**src/rtl/wb_pkg.sv**
```systemverilog
// Shared types and helpers for the register-file writeback controller.
// Optional scoreboard build switch: WB_SCOREBOARD_EN.
package wb_pkg;

    localparam int NUM_REGS   = 32;
    localparam int WB_DATA_W  = 32;

    typedef struct packed {
        logic [4:0]           addr;
        logic [WB_DATA_W-1:0] data;
`ifdef WB_SCOREBOARD_EN
        logic                 is_load;
`endif
    } wb_entry_t;

    function automatic logic is_zero_reg(input logic [4:0] r);
        return r == 5'd0;
    endfunction

endpackage

```
**src/rtl/wb_fifo.sv**
```systemverilog
// Dual-push / single-pop FIFO of pending register writes.
// push0 is the older of two same-cycle entries.
module wb_fifo
    import wb_pkg::*;
#(
    parameter type entry_t = wb_entry_t,
    parameter int  DEPTH   = 4
) (
    input  logic                   clk,
    input  logic                   rst,
    input  logic                   push0,
    input  entry_t                 d0,
    input  logic                   push1,
    input  entry_t                 d1,
    input  logic                   pop,
    output entry_t                 head,
    output logic                   empty,
    output logic [$clog2(DEPTH):0] count
);

    localparam int AW = $clog2(DEPTH);
    localparam int CW = AW + 1;

    entry_t          mem_q [DEPTH];
    logic [AW-1:0]   wr_ptr_q, wr_ptr_d;
    logic [AW-1:0]   rd_ptr_q, rd_ptr_d;
    logic [CW-1:0]   count_q, count_d;
    logic            w0_en, w1_en;
    entry_t          w0_dat;
    logic [AW-1:0]   w1_idx;

    always_comb begin
        w0_en    = push0 | push1;
        w1_en    = push0 & push1;
        w0_dat   = push0 ? d0 : d1;
        w1_idx   = wr_ptr_q + AW'(1);
        wr_ptr_d = wr_ptr_q + AW'(w0_en) + AW'(w1_en);
        rd_ptr_d = rd_ptr_q + AW'(pop);
        count_d  = count_q + CW'(push0) + CW'(push1) - CW'(pop);
    end

    always_ff @(posedge clk or posedge rst) begin
        if (rst) begin
            wr_ptr_q <= '0;
            rd_ptr_q <= '0;
            count_q  <= '0;
        end else begin
            wr_ptr_q <= wr_ptr_d;
            rd_ptr_q <= rd_ptr_d;
            count_q  <= count_d;
        end
    end

    // Storage needs no reset: pointers and count define validity.
    always_ff @(posedge clk) begin
        if (w0_en) mem_q[wr_ptr_q] <= w0_dat;
        if (w1_en) mem_q[w1_idx]   <= d1;
    end

    assign head  = mem_q[rd_ptr_q];
    assign count = count_q;
    assign empty = (count_q == '0);

endmodule

```
**src/rtl/rf_writeback_ctrl.sv**
```systemverilog
// Register-file write-side controller: bypass mux, output stage, overflow flag
// and optional pending-load scoreboard (WB_SCOREBOARD_EN).
module rf_writeback_ctrl
    import wb_pkg::*;
#(
    parameter int DATA_W    = 32,
    parameter int BUF_DEPTH = 4
) (
    input  logic              clk,
    input  logic              rst,
    input  logic              alu_valid,
    input  logic [4:0]        alu_rd,
    input  logic [DATA_W-1:0] alu_data,
    input  logic              ld_resp_valid,
    input  logic [4:0]        ld_resp_rd,
    input  logic [DATA_W-1:0] ld_resp_data,
    input  logic              ld_issue_valid,
    input  logic [4:0]        ld_issue_rd,
    input  logic              Istall,
    input  logic              Dstall,
    output logic              wb_ready,
    output logic              RF_write,
    output logic [4:0]        write_addr,
    output logic [DATA_W-1:0] write_data,
    output logic [NUM_REGS-1:0] busy_mask,
    output logic              wb_overflow
);

    localparam int CW = $clog2(BUF_DEPTH) + 1;

    typedef struct packed {
        logic [4:0]        addr;
        logic [DATA_W-1:0] data;
`ifdef WB_SCOREBOARD_EN
        logic              is_load;
`endif
    } entry_t;

    entry_t          out_q, out_d;
    logic            out_valid_q, out_valid_d;
    logic            overflow_q, overflow_d;

    entry_t          ld_e, alu_e, in0, in1, d0, d1, head;
    logic            ld_ok, alu_ok, in0_v, in1_v;
    logic            push0, push1, pop, fifo_empty, stall;
    logic [CW-1:0]   fifo_count;

    assign stall    = Istall | Dstall;
    assign wb_ready = (CW'(BUF_DEPTH) - fifo_count) >= CW'(2);

    always_comb begin
        ld_e       = '0;
        ld_e.addr  = ld_resp_rd;
        ld_e.data  = ld_resp_data;
        alu_e      = '0;
        alu_e.addr = alu_rd;
        alu_e.data = alu_data;
`ifdef WB_SCOREBOARD_EN
        ld_e.is_load = 1'b1;
`endif
        ld_ok  = ld_resp_valid & !is_zero_reg(ld_resp_rd);
        alu_ok = alu_valid & !is_zero_reg(alu_rd);
        // Loads are ordered ahead of a same-cycle ALU result.
        in0_v  = wb_ready & (ld_ok | alu_ok);
        in0    = ld_ok ? ld_e : alu_e;
        in1_v  = wb_ready & ld_ok & alu_ok;
        in1    = alu_e;
    end

    always_comb begin
        pop         = 1'b0;
        push0       = in0_v;
        push1       = in1_v;
        d0          = in0;
        d1          = in1;
        out_valid_d = out_valid_q;
        out_d       = out_q;
        overflow_d  = overflow_q | (!wb_ready & (ld_ok | alu_ok));
        if (!stall) begin
            if (!fifo_empty) begin
                out_valid_d = 1'b1;
                out_d       = head;
                pop         = 1'b1;
            end else if (in0_v) begin
                out_valid_d = 1'b1;
                out_d       = in0;
                push0       = in1_v;
                d0          = in1;
                push1       = 1'b0;
            end else begin
                out_valid_d = 1'b0;
            end
        end
    end

    always_ff @(posedge clk or posedge rst) begin
        if (rst) begin
            out_q       <= '0;
            out_valid_q <= 1'b0;
            overflow_q  <= 1'b0;
        end else begin
            out_q       <= out_d;
            out_valid_q <= out_valid_d;
            overflow_q  <= overflow_d;
        end
    end

    wb_fifo #(
        .entry_t (entry_t),
        .DEPTH   (BUF_DEPTH)
    ) u_fifo (
        .clk   (clk),
        .rst   (rst),
        .push0 (push0),
        .d0    (d0),
        .push1 (push1),
        .d1    (d1),
        .pop   (pop),
        .head  (head),
        .empty (fifo_empty),
        .count (fifo_count)
    );

    assign RF_write    = out_valid_q;
    assign write_addr  = out_q.addr;
    assign write_data  = out_q.data;
    assign wb_overflow = overflow_q;

`ifdef WB_SCOREBOARD_EN
    logic [NUM_REGS-1:0] busy_q, busy_d;

    // Set after clear so a same-register issue wins over retirement.
    always_comb begin
        busy_d = busy_q;
        if (out_valid_q && !stall && out_q.is_load)
            busy_d[out_q.addr] = 1'b0;
        if (ld_issue_valid && !is_zero_reg(ld_issue_rd))
            busy_d[ld_issue_rd] = 1'b1;
        busy_d[0] = 1'b0;
    end

    always_ff @(posedge clk or posedge rst) begin
        if (rst) busy_q <= '0;
        else     busy_q <= busy_d;
    end

    assign busy_mask = busy_q;
`else
    logic unused_issue;
    assign unused_issue = ^{ld_issue_valid, ld_issue_rd};
    assign busy_mask    = '0;
`endif

endmodule

```
**config.mk**
```make
export PLATFORM = sky130hd
export DESIGN_NAME = rf_writeback_ctrl
export DESIGN_NICKNAME = d
export VERILOG_FILES = /design/src/rtl/wb_pkg.sv /design/src/rtl/wb_fifo.sv /design/src/rtl/rf_writeback_ctrl.sv
export SDC_FILE = /design/constraint.sdc
export NUM_CORES = 1
export LEC_CHECK = 0
export CORE_ASPECT_RATIO = 0.5
export CORE_MARGIN = 5
export CORE_UTILIZATION = 30
export DETAILED_ROUTE_END_ITERATION = 16
export SYNTH_ARGS = -nofsm -noshare
export SYNTH_HDL_FRONTEND = slang
export SYNTH_SLANG_ARGS = --single-unit
```
**constraint.sdc**
```tcl
create_clock -name clk -period 5.85 [get_ports clk]
set_input_delay 0.8775 -clock clk [delete_from_list [all_inputs] [get_ports clk]]
set_output_delay 0.8775 -clock clk [all_outputs]
set_load 0.03 [all_outputs]
```
After elaboration in Yosys (flattened, before gate mapping). Memories as Yosys holds them, arrays and structs flattened. Cells that the tools add are included.

Flip-flop bits (word level): 46. Bits in writable memories: 148. Bits of input ports: 86. Output and inout bits: 72. Logic and storage cells: 58. Memories kept: 1.

$add $sub $neg: 8. Order comparisons: 1. Eq/ne operators: 1. Multiplexer cells: 21. Bitwise gates (word level): 12. Reduce and logical (&&, ||, !) cells: 7.

Memory list: u_fifo.mem_q (words 4, width 37, read ports 1, clocked after memory_dff 0, write ports 2, RTL line wb_fifo.sv:24) `entry_t mem_q [DEPTH];`.

Operators with widths (number): 37-bit two-way mux (7); 1-bit two-way mux (14); 5-bit zero test (2); 1-bit bitwise AND (7); 2-bit by 1-bit adder with 2-bit output (3); 3-bit by 1-bit adder with 3-bit output (2); 1-bit bitwise OR (4); 3-bit by 2-bit greater-or-equal comparator with 1-bit output, second input constant (1); 1-bit zero test (3); 3-bit zero test (1); 3-bit by 1-bit subtractor with 3-bit output (1); 3-bit subtractor, first input constant (1); 2-bit by 1-bit adder with 2-bit output, second input constant (1); 2-bit != test, second input constant (1); 2-bit AND reduction (1); 1-bit NOT (1).

Logic depth before layout (Yosys ltp). Gate-level depths: netlist (run 1).

Depth in word-level cells: 11. Gate-level depth with buffers: 12. Gate-level depth less buffers: 12.

By module. Synthesis (run 1) repeated with hierarchy kept, for this count alone.

Cells, all modules: 884. Area total of the unflattened synthesis: 11100.6 µm².

By module, submodules not included: wb_fifo (times used 1, cells each 576, area each 8209.1 µm², sequential area each 4619.4 µm²); rf_writeback_ctrl (times used 1, cells each 308, area each 2891.5 µm², sequential area each 975.9 µm²).

Worst setup path after synthesis (run 1). No wires, ideal clock.

Kind: input port to flip-flop. Start: input ld_resp_valid. End: memory u_fifo.mem_q[3][0] in the netlist's numbering, enable pin. Setup time: 489 ps. Arrival: 4757 ps. Data required time: 5361 ps. Setup slack: 603 ps. Stages: 6. Buffers on the path: 3. Cells stage by stage: buf_2 o21ai_4 buf_4 buf_4 maj3_1 o32ai_1.

RTL lines: start, declared (RTL line rf_writeback_ctrl.sv:14) `input logic ld_resp_valid,`; end, declared (RTL line wb_fifo.sv:24).

==> tab_implementation.tex, run 1 <==
\begin{tabular}{lr}
\hline
Metric & Value \\
\hline
\multicolumn{2}{l}{\textbf{Pwr}} \\
Switching portion of total power & 0.347 \\
Static Leakage & approximately 4.5 nW \\
VDD IR-drop max & $\sim$350 µV \\
Power Dens Cells & just over 600 nW/µm² \\
Clock power share & 0.162 \\
Switching pwr & 0.00266 W \\
Internal Power & between 0.005 and 0.006 W \\
Comb pwr share & 0.497 \\
Sequential cell fraction of total power & 0.341 \\
\multicolumn{2}{l}{\textbf{Global routing}} \\
Antenna violations before repair & 0 \\
Overall routing resource usage & 0.130 \\
Vias in the first global route & approximately 6300 \\
Busiest grt layer & met2 \\
Maximum number of pins on one net before global-route repair & 39 \\
GRT met1 Usage & 0.165 \\
GR Overflow Total & 0 \\
Met3 Resource Use GR & 0.0229 \\
Met2 capacity usage during global routing & 0.232 \\
Wire length of the first global-routing pass & between 30000 and 40000 µm \\
\multicolumn{2}{l}{\textbf{Synth}} \\
Post-Synthesis Mean Instance Area & 17.0 µm² \\
Synthesized area & about 11000 µm² \\
Synthesized-area fraction occupied by adder cells & 0.0126 \\
Main synth FF type & edfxtp\_1 \\
Most frequent cells after synthesis & 215 x mux2\_2, 148 x edfxtp\_1, 46 x dfrtp\_1, 41 x buf\_4, 39 x mux2\_4 \\
Post-Synth XOR/XNOR Area & 0.00334 \\
Multiplexer share of the synthesized area & 0.366 \\
Cell type with the highest aggregate area in the netlist & edfxtp\_1 \\
Sequential area share after synthesis & 0.533 \\
Dominant cell by count in the synthesized netlist & mux2\_2 \\
Number of register bits inferred by synthesis & just under 200 \\
Count of unique library cells instantiated by Yosys & 39 \\
Async SR Flop Fraction & 0.237 \\
Combinational family with the most area after synthesis & multiplexers \\
Share of the synthesized area in the top cell type & 0.423 \\
Area contributors post-synth & edfxtp\_1 42\%, mux2\_2 23\%, dfrtp\_1 11\%, mux4\_2 7.9\%, mux2\_4 5.6\% \\
Share of the synthesized area in compound gates (AO/OA/AOI/OAI) & 0.0187 \\
Yosys Warn Count & 0 \\
Gate Count Post-Synth & 616 \\
Post-synthesis simple-gate area fraction & 0.0154 \\
Post-synth EDFFs & 148 \\
\multicolumn{2}{l}{\textbf{Die}} \\
Number of top-level pins & 158 \\
Effective utilization at floorplan & 0.304 \\
Die outline width & approximately 270 µm \\
Die Area & approximately 39000 µm² \\
FP Rows & 48 \\
Y dimension of the die & $\sim$140 µm \\
Core area & 34500 µm² \\
\multicolumn{2}{l}{\textbf{Routing}} \\
Post-detailed-route count of antenna-violating nets & 0 \\
Router iterations before antenna repair & 4 \\
Avg WL per Cell & about 21 µm \\
Routed vias & about 5600 \\
Detailed-route DRC error count & 0 \\
Vias per cell & approximately 4.6 \\
Total wirelength of the detailed-routed design & between 20000 and 30000 µm \\
Number of DRC markers after the initial detailed-route iteration & $\sim$310 \\
\multicolumn{2}{l}{\textbf{CTS}} \\
CTS sink count & 194 \\
TritonCTS clock tree & built \\
Count of H-tree levels built during CTS & 4 \\
Source-to-sink clock delay at the later pin of the worst-skew pair & between 0.4 and 0.5 ns \\
Clock Tree Buf Depth & 2 \\
Root Buffer Master & clkbuf\_16 \\
Post CTS Setup Buffer Count & 0 \\
Post-cts hold buffer count & 0 \\
Clock transition time at the flip-flop clock pins of the worst setup and hold paths & $\sim$0.06 ns \\
Count of instances resized after the clock tree is built & 0 \\
Cts bufs inserted & 17 \\
\multicolumn{2}{l}{\textbf{Setup path}} \\
Slowest cell delay on critical path & between 0.6 and 0.7 ns \\
Cell-by-cell listing of the critical path & clkdlybuf4s50\_1, or4\_4, o21ai\_4, buf\_4, nor3\_1, nor2\_8, mux2\_2 \\
Critical Setup Path Class & primary input to flop \\
Critical Path Sink Type & flop \\
Endpoint of the most critical register-to-register path & write\_data[14] \\
Arrival @ worst endpoint & 4.25 ns \\
Capturing instance or port of the critical path & u\_fifo.mem\_q[2][19] \\
Top delay family on crit path & simple AND/OR/NAND/NOR gates \\
Cell count of the worst reg-to-reg path & 8 \\
Crit path buffers/inverters & 2 \\
Max Fanout on Critical Path & 37 \\
Worst reg-to-reg setup slack & $\sim$2.6 ns \\
Max stage delay cell, worst path & nor2\_8 \\
Launch point of the worst reg-to-reg path & u\_fifo.count[1] \\
Worst Path Required & between 6 and 7 ns \\
Crit path launch type & primary input \\
CP startpoint & ld\_resp\_rd[0] \\
Logic depth of the worst path, buffers included & 7 \\
\multicolumn{2}{l}{\textbf{Hold path}} \\
Number of cells on the worst hold path & 1 \\
Class of the tightest hold or removal check & flop to flop \\
\multicolumn{2}{l}{\textbf{Timing}} \\
Transition time at the pin with the least slew margin & $\sim$1.1 ns \\
Total count of max-transition violations in the final report & 0 \\
Worst slew margin relative to its limit & 0.298 \\
Final worst path period share & 0.697 \\
Achievable frequency & approximately 250 MHz \\
WHS & $\sim$0.51 ns \\
Sum of negative setup slack & 0 ns \\
Count of endpoints failing hold in the final timing report & 0 \\
Final Critical Period & about 4.1 ns \\
Finish-stage setup viols & 0 \\
Least setup slack across all paths after layout & 1.78 ns \\
Final setup skew & 0.0133 ns \\
Setup repair after global routing missed its margin & no \\
\multicolumn{2}{l}{\textbf{Cells and area}} \\
Multi-input logic area & roughly 4600 µm² \\
Design Area, Final & 12700 µm² \\
Total number of nets in the final design & between 800 and 900 \\
Signed area change from the synthesized netlist to the final layout & 21.2\% \\
Area taken by flip-flops and latches & about 5600 µm² \\
Fillcell total & about 3200 \\
Ant. Diodes & 0 \\
Finished Core Util & 0.368 \\
Fraction of final layout cells sized beyond drive strength 1 & 0.479 \\
\multicolumn{2}{l}{\textbf{Run}} \\
Number of max-cap violations & 0 \\
\multicolumn{2}{l}{\textbf{Place}} \\
HPWL after DPL & about 16000 µm \\
Instance area after placement & $\sim$12000 µm² \\
Post-placement worst setup slack & around 1.3 ns \\
Global placement routability congestion & 0.709 \\
PortBufs & between 100 and 150 \\
\multicolumn{2}{l}{\textbf{Status}} \\
Result of the run & complete, no violations \\
\hline
\end{tabular}
-- kinds of logic after synthesis --
group | Yosys count
other | 1
xor gates and xnor gates | 4
DFF | 194
adders and majority gates | 9
buffers and inverters | 76
muxes | 291
AOI/OAI and AO/OA | 18
and+or+nand+nor | 23
-- layer usage --
layer  routed length, µm  up-vias
li1                    -     2579
met1               11000     2950
met2               13300       88
met4                 280        0
met3                 725       13
met5                   0        -
-- layout by cell type (no fill, tap or decap), drive strengths merged, types with 6 or more instances in the layout --
cell	n
clkdlybuf4s50	119
dfrtp	46
conb	32
inv	11
edfxtp	148
mux2	254
mux4	37
clkbuf	19
buf	14
nand2	6
-- sequential cells by signal, indices dropped and copies added (netlist names) --
register,flops
u_fifo.mem_q,148
write_data,32
write_addr,5
u_fifo.count,3
u_fifo.rd_ptr_q,2
u_fifo.wr_ptr_q,2
RF_write,1
wb_overflow,1
-- per-stage QoR --
stage	cells	power (W)
6_report	1221	0.00767
2_1_floorplan	647	0.00545
3_5_place_dp	1189	0.00653
3_3_place_gp	1189	0.00645
5_1_grt	1221	0.00807
4_1_cts	1221	0.00778
-- worst reg2reg max path, cell delays in order (launching register included) --
cell	delay, ns
dfrtp_1	0.35
inv_1	0.09
ha_1	0.19
ha_2	0.17
buf_4	0.35
nor3_1	0.49
a31o_2	0.59
buf_4	0.53
mux2_2	0.41
-- area by class of cell --
class / count / area share
inverters: 10 / 0.00295
clock inverters: 13 / 0.0145
multi-input cells: 377 / 0.358
repair buffers: 133 / 0.104
flip-flops and latches: 194 / 0.440
clock buffers: 19 / 0.0340
well taps: 475 / 0.0467
-- worst min path at each step --
stage                                   from            endpoint
after global placement         write_data[9]       write_data[9]
after CTS                     write_data[18]      write_data[18]
after detailed placement      write_data[22]      write_data[22]
after global routing          write_data[31]      write_data[31]
after floorplan           u_fifo.rd_ptr_q[0]  u_fifo.rd_ptr_q[0]
final                          write_addr[2]       write_addr[2]
-- power by group through the flow --
stage          sequential (W)  combinational [W]  clock, W
5_1_grt               0.00268            0.00406   0.00133
2_1_floorplan         0.00283            0.00262         0
6_report              0.00261            0.00381   0.00125
3_5_place_dp          0.00265            0.00388         0
3_3_place_gp          0.00262            0.00383         0
4_1_cts               0.00262            0.00389   0.00127
(Power assumes the default switching activity.)
==> inputs of run 2 (changes only) <==
clock period = 3.94 ns   (was 5.85 ns; I/O delays follow)
==> run 2 against run 1 <==
Largest cell class unchanged. Final cell count increased by 1.1%. Utilization increased by 0.35 points. Clock skew rose by 0.0042 ns. Wire length up 0.78%. Critical endpoint is now u_fifo.count[2]. Sequential share of layout area down 0.41 points. Clock-buffer cell count decreased by 1. Non-clock buffer count rose by 12.
==> tab_implementation.tex, run 2 (same netlist as run 1, synthesis figures left out) <==
\begin{tabular}{lr}
\hline
Metric & Value \\
\hline
\multicolumn{2}{l}{\textbf{Place}} \\
Global placement routability congestion & 0.767 (was 0.709) \\
HPWL after DPL & 16500 µm (was 16000 µm) \\
Post-placement worst setup slack & 0.353 ns (was 1.30 ns) \\
PortBufs & 119 (unchanged) \\
Dpl cells & 1201 (was 1189) \\
\multicolumn{2}{l}{\textbf{Die}} \\
Y dimension of the die & 142 µm (unchanged) \\
Die Area & 39100 µm² (unchanged) \\
Die outline width & 275 µm (unchanged) \\
Core area & 34500 µm² (unchanged) \\
Effective utilization at floorplan & 0.304 (unchanged) \\
Number of top-level pins & 158 (unchanged) \\
FP Rows & 48 (unchanged) \\
\multicolumn{2}{l}{\textbf{Pwr}} \\
Sequential cell fraction of total power & 0.339 (was 0.341) \\
Switching portion of total power & 0.348 (was 0.347) \\
Switching pwr & 0.00402 W (was 0.00266 W) \\
Power Dens Cells & 898 nW/µm² (was 603 nW/µm²) \\
Clock power share & 0.157 (was 0.162) \\
Static Leakage & 4.55 nW (was 4.47 nW) \\
Comb pwr share & 0.503 (was 0.497) \\
Internal Power & 0.00752 W (was 0.00501 W) \\
VDD IR-drop max & 515 µV (was 355 µV) \\
\multicolumn{2}{l}{\textbf{Timing}} \\
Worst slew margin relative to its limit & 0.217 (was 0.298) \\
Least setup slack across all paths after layout & 0.755 ns (was 1.78 ns) \\
Count of endpoints failing hold in the final timing report & 0 (unchanged) \\
Final Critical Period & between 3 and 4 ns \\
Sum of negative setup slack & 0 ns (unchanged) \\
Achievable frequency & around 310 MHz \\
Final setup skew & 0.0175 ns (was 0.0133 ns) \\
Setup repair after global routing missed its margin & no (unchanged) \\
Final worst path period share & 0.808 \\
Total count of max-transition violations in the final report & 0 (unchanged) \\
WHS & 0.510 ns (was 0.509 ns) \\
Finish-stage setup viols & 0 (unchanged) \\
Transition time at the pin with the least slew margin & 1.17 ns (was 1.05 ns) \\
\multicolumn{2}{l}{\textbf{Setup path}} \\
Worst Path Required & 4.29 ns (was 6.03 ns) \\
Arrival @ worst endpoint & 3.53 ns (was 4.25 ns) \\
Critical Setup Path Class & primary input to flop (unchanged) \\
Crit path launch type & primary input (unchanged) \\
Max Fanout on Critical Path & 6 (was 37) \\
Critical Path Sink Type & flop (unchanged) \\
\multicolumn{2}{l}{\textbf{Routing}} \\
Avg WL per Cell & 20.7 µm (was 20.8 µm) \\
Detailed-route DRC error count & 0 (unchanged) \\
Vias per cell & 4.61 (about the same) \\
Post-detailed-route count of antenna-violating nets & 0 (unchanged) \\
Routed vias & 5692 (was 5630) \\
Router iterations before antenna repair & 4 (unchanged) \\
Total wirelength of the detailed-routed design & 25500 µm (was 25300 µm) \\
Number of DRC markers after the initial detailed-route iteration & 295 (was 309) \\
\multicolumn{2}{l}{\textbf{Cells and area}} \\
Signed area change from the synthesized netlist to the final layout & 22.3\% (was 21.2\%) \\
Reg with most FFs & u\_fifo.mem\_q (unchanged) \\
Total number of nets in the final design & 839 (was 827) \\
Highest-count cells in the layout ignoring fill and taps & 215 x mux2\_2, 148 x edfxtp\_1, 119 x clkdlybuf4s50\_1 (unchanged) \\
Max reg flops & 148 (unchanged) \\
Finished Core Util & 0.372 (was 0.368) \\
Fillcell total & 3187 (was 3225) \\
Post-Layout Cell Count & 1235 (was 1221) \\
Fraction of final layout cells sized beyond drive strength 1 & 0.489 (was 0.479) \\
Most common library cell in the layout ignoring fill and taps & mux2\_2 (unchanged) \\
\multicolumn{2}{l}{\textbf{CTS}} \\
TritonCTS clock tree & built (unchanged) \\
Post CTS Setup Buffer Count & 0 (unchanged) \\
Count of H-tree levels built during CTS & 4 (unchanged) \\
Post-cts hold buffer count & 0 (unchanged) \\
Clock transition time at the flip-flop clock pins of the worst setup and hold paths & 0.07 ns (was 0.06 ns) \\
Clock Tree Buf Depth & 2 (unchanged) \\
CTS sink count & 194 (unchanged) \\
Root Buffer Master & clkbuf\_16 (unchanged) \\
Source-to-sink clock delay at the later pin of the worst-skew pair & 0.44 ns (about the same) \\
Cts bufs inserted & 17 (unchanged) \\
Count of instances resized after the clock tree is built & 0 (unchanged) \\
\multicolumn{2}{l}{\textbf{Global routing}} \\
Overall routing resource usage & 0.132 (was 0.130) \\
Wire length of the first global-routing pass & 38700 µm (was 38000 µm) \\
Antenna violations before repair & 3 (was 0) \\
Maximum number of pins on one net before global-route repair & 39 (unchanged) \\
Vias in the first global route & 6288 (was 6251) \\
GR Overflow Total & 0 (unchanged) \\
\multicolumn{2}{l}{\textbf{Hold path}} \\
Class of the tightest hold or removal check & flop to flop (unchanged) \\
\multicolumn{2}{l}{\textbf{Run}} \\
Number of max-cap violations & 0 (unchanged) \\
\multicolumn{2}{l}{\textbf{Status}} \\
Result of the run & complete, no violations (unchanged) \\
\hline
\end{tabular}
==> run 2: final timing paths <==
path	start	to	slack [ns]	depth (start not counted)
hold / removal	write_data[26]	write_data[26]	0.51	1
max in group asynchronous	rst	u_fifo.rd_ptr_q[0]	2.48	3
min in group asynchronous	rst	write_data[6]	0.55	2
setup reg to reg	u_fifo.count[1]	u_fifo.mem_q[0][25]	0.80	9
hold reg to reg	write_data[26]	write_data[26]	0.51	1
setup / recovery	alu_rd[1]	u_fifo.count[2]	0.76	10
==> run 2: layout make-up <==
| type | count | area, µm² | area share |
|---|---|---|---|
| Sequential cell | 194 | 5600 | 0.436 |
| Multi-Input combinational cell | 377 | 4550 | 0.355 |
| Timing Repair Buffer | 145 | 1450 | 0.113 |
| Tap cell | 475 | 594 | 0.0463 |
| Clock buffer | 18 | 429 | 0.0334 |
| Clock inverter | 14 | 175 | 0.0136 |
| Inverter | 10 | 37.5 | 0.00292 |
| Antenna cell | 2 | 5.00 | 0.000390 |
==> run 2: per-layer routing <==
| layer | track usage | vias up | share of wire | routed length (µm) |
|---|---|---|---|---|
| li1 | - | 2609 | - | - |
| met1 | 0.167 | 2991 | 0.43 | 11000 |
| met2 | 0.235 | 76 | 0.53 | 13600 |
| met3 | 0.0254 | 14 | 0.030 | 763 |
| met4 | 0.0316 | 2 | 0.0099 | 253 |
| met5 | 0 | - | 0.00027 | 7 |
==> run 2: stage by stage <==
| step | total power, W | area, µm² |
|---|---|---|
| 6_report | 0.0115 | 12800 |
| 5_1_grt | 0.0121 | 12800 |
| 4_1_cts | 0.0117 | 12800 |
| 3_5_place_dp | 0.00987 | 12200 |
| 3_3_place_gp | 0.00976 | 12200 |
| 2_1_floorplan | 0.00809 | 10600 |
==> run 2: power by group through the flow <==
stage | combinational [W] | clock (W) | sequential, W
after floorplan | 0.00389 | 0 | 0.00420
after global placement | 0.00583 | 0 | 0.00393
after detailed placement | 0.00590 | 0 | 0.00398
after CTS | 0.00592 | 0.00186 | 0.00393
after global routing | 0.00618 | 0.00194 | 0.00401
final | 0.00581 | 0.00182 | 0.00391
==> run 2: critical path, cell delays in order <==
cell and delay [ns]:
clkdlybuf4s50_1 0.51, or4_4 0.60, o21ai_4 0.27, maj3_1 0.36
or2_2 0.24, fa_1 0.19, inv_1 0.05, fa_1 0.40
xnor2_1 0.17, xnor2_1 0.14
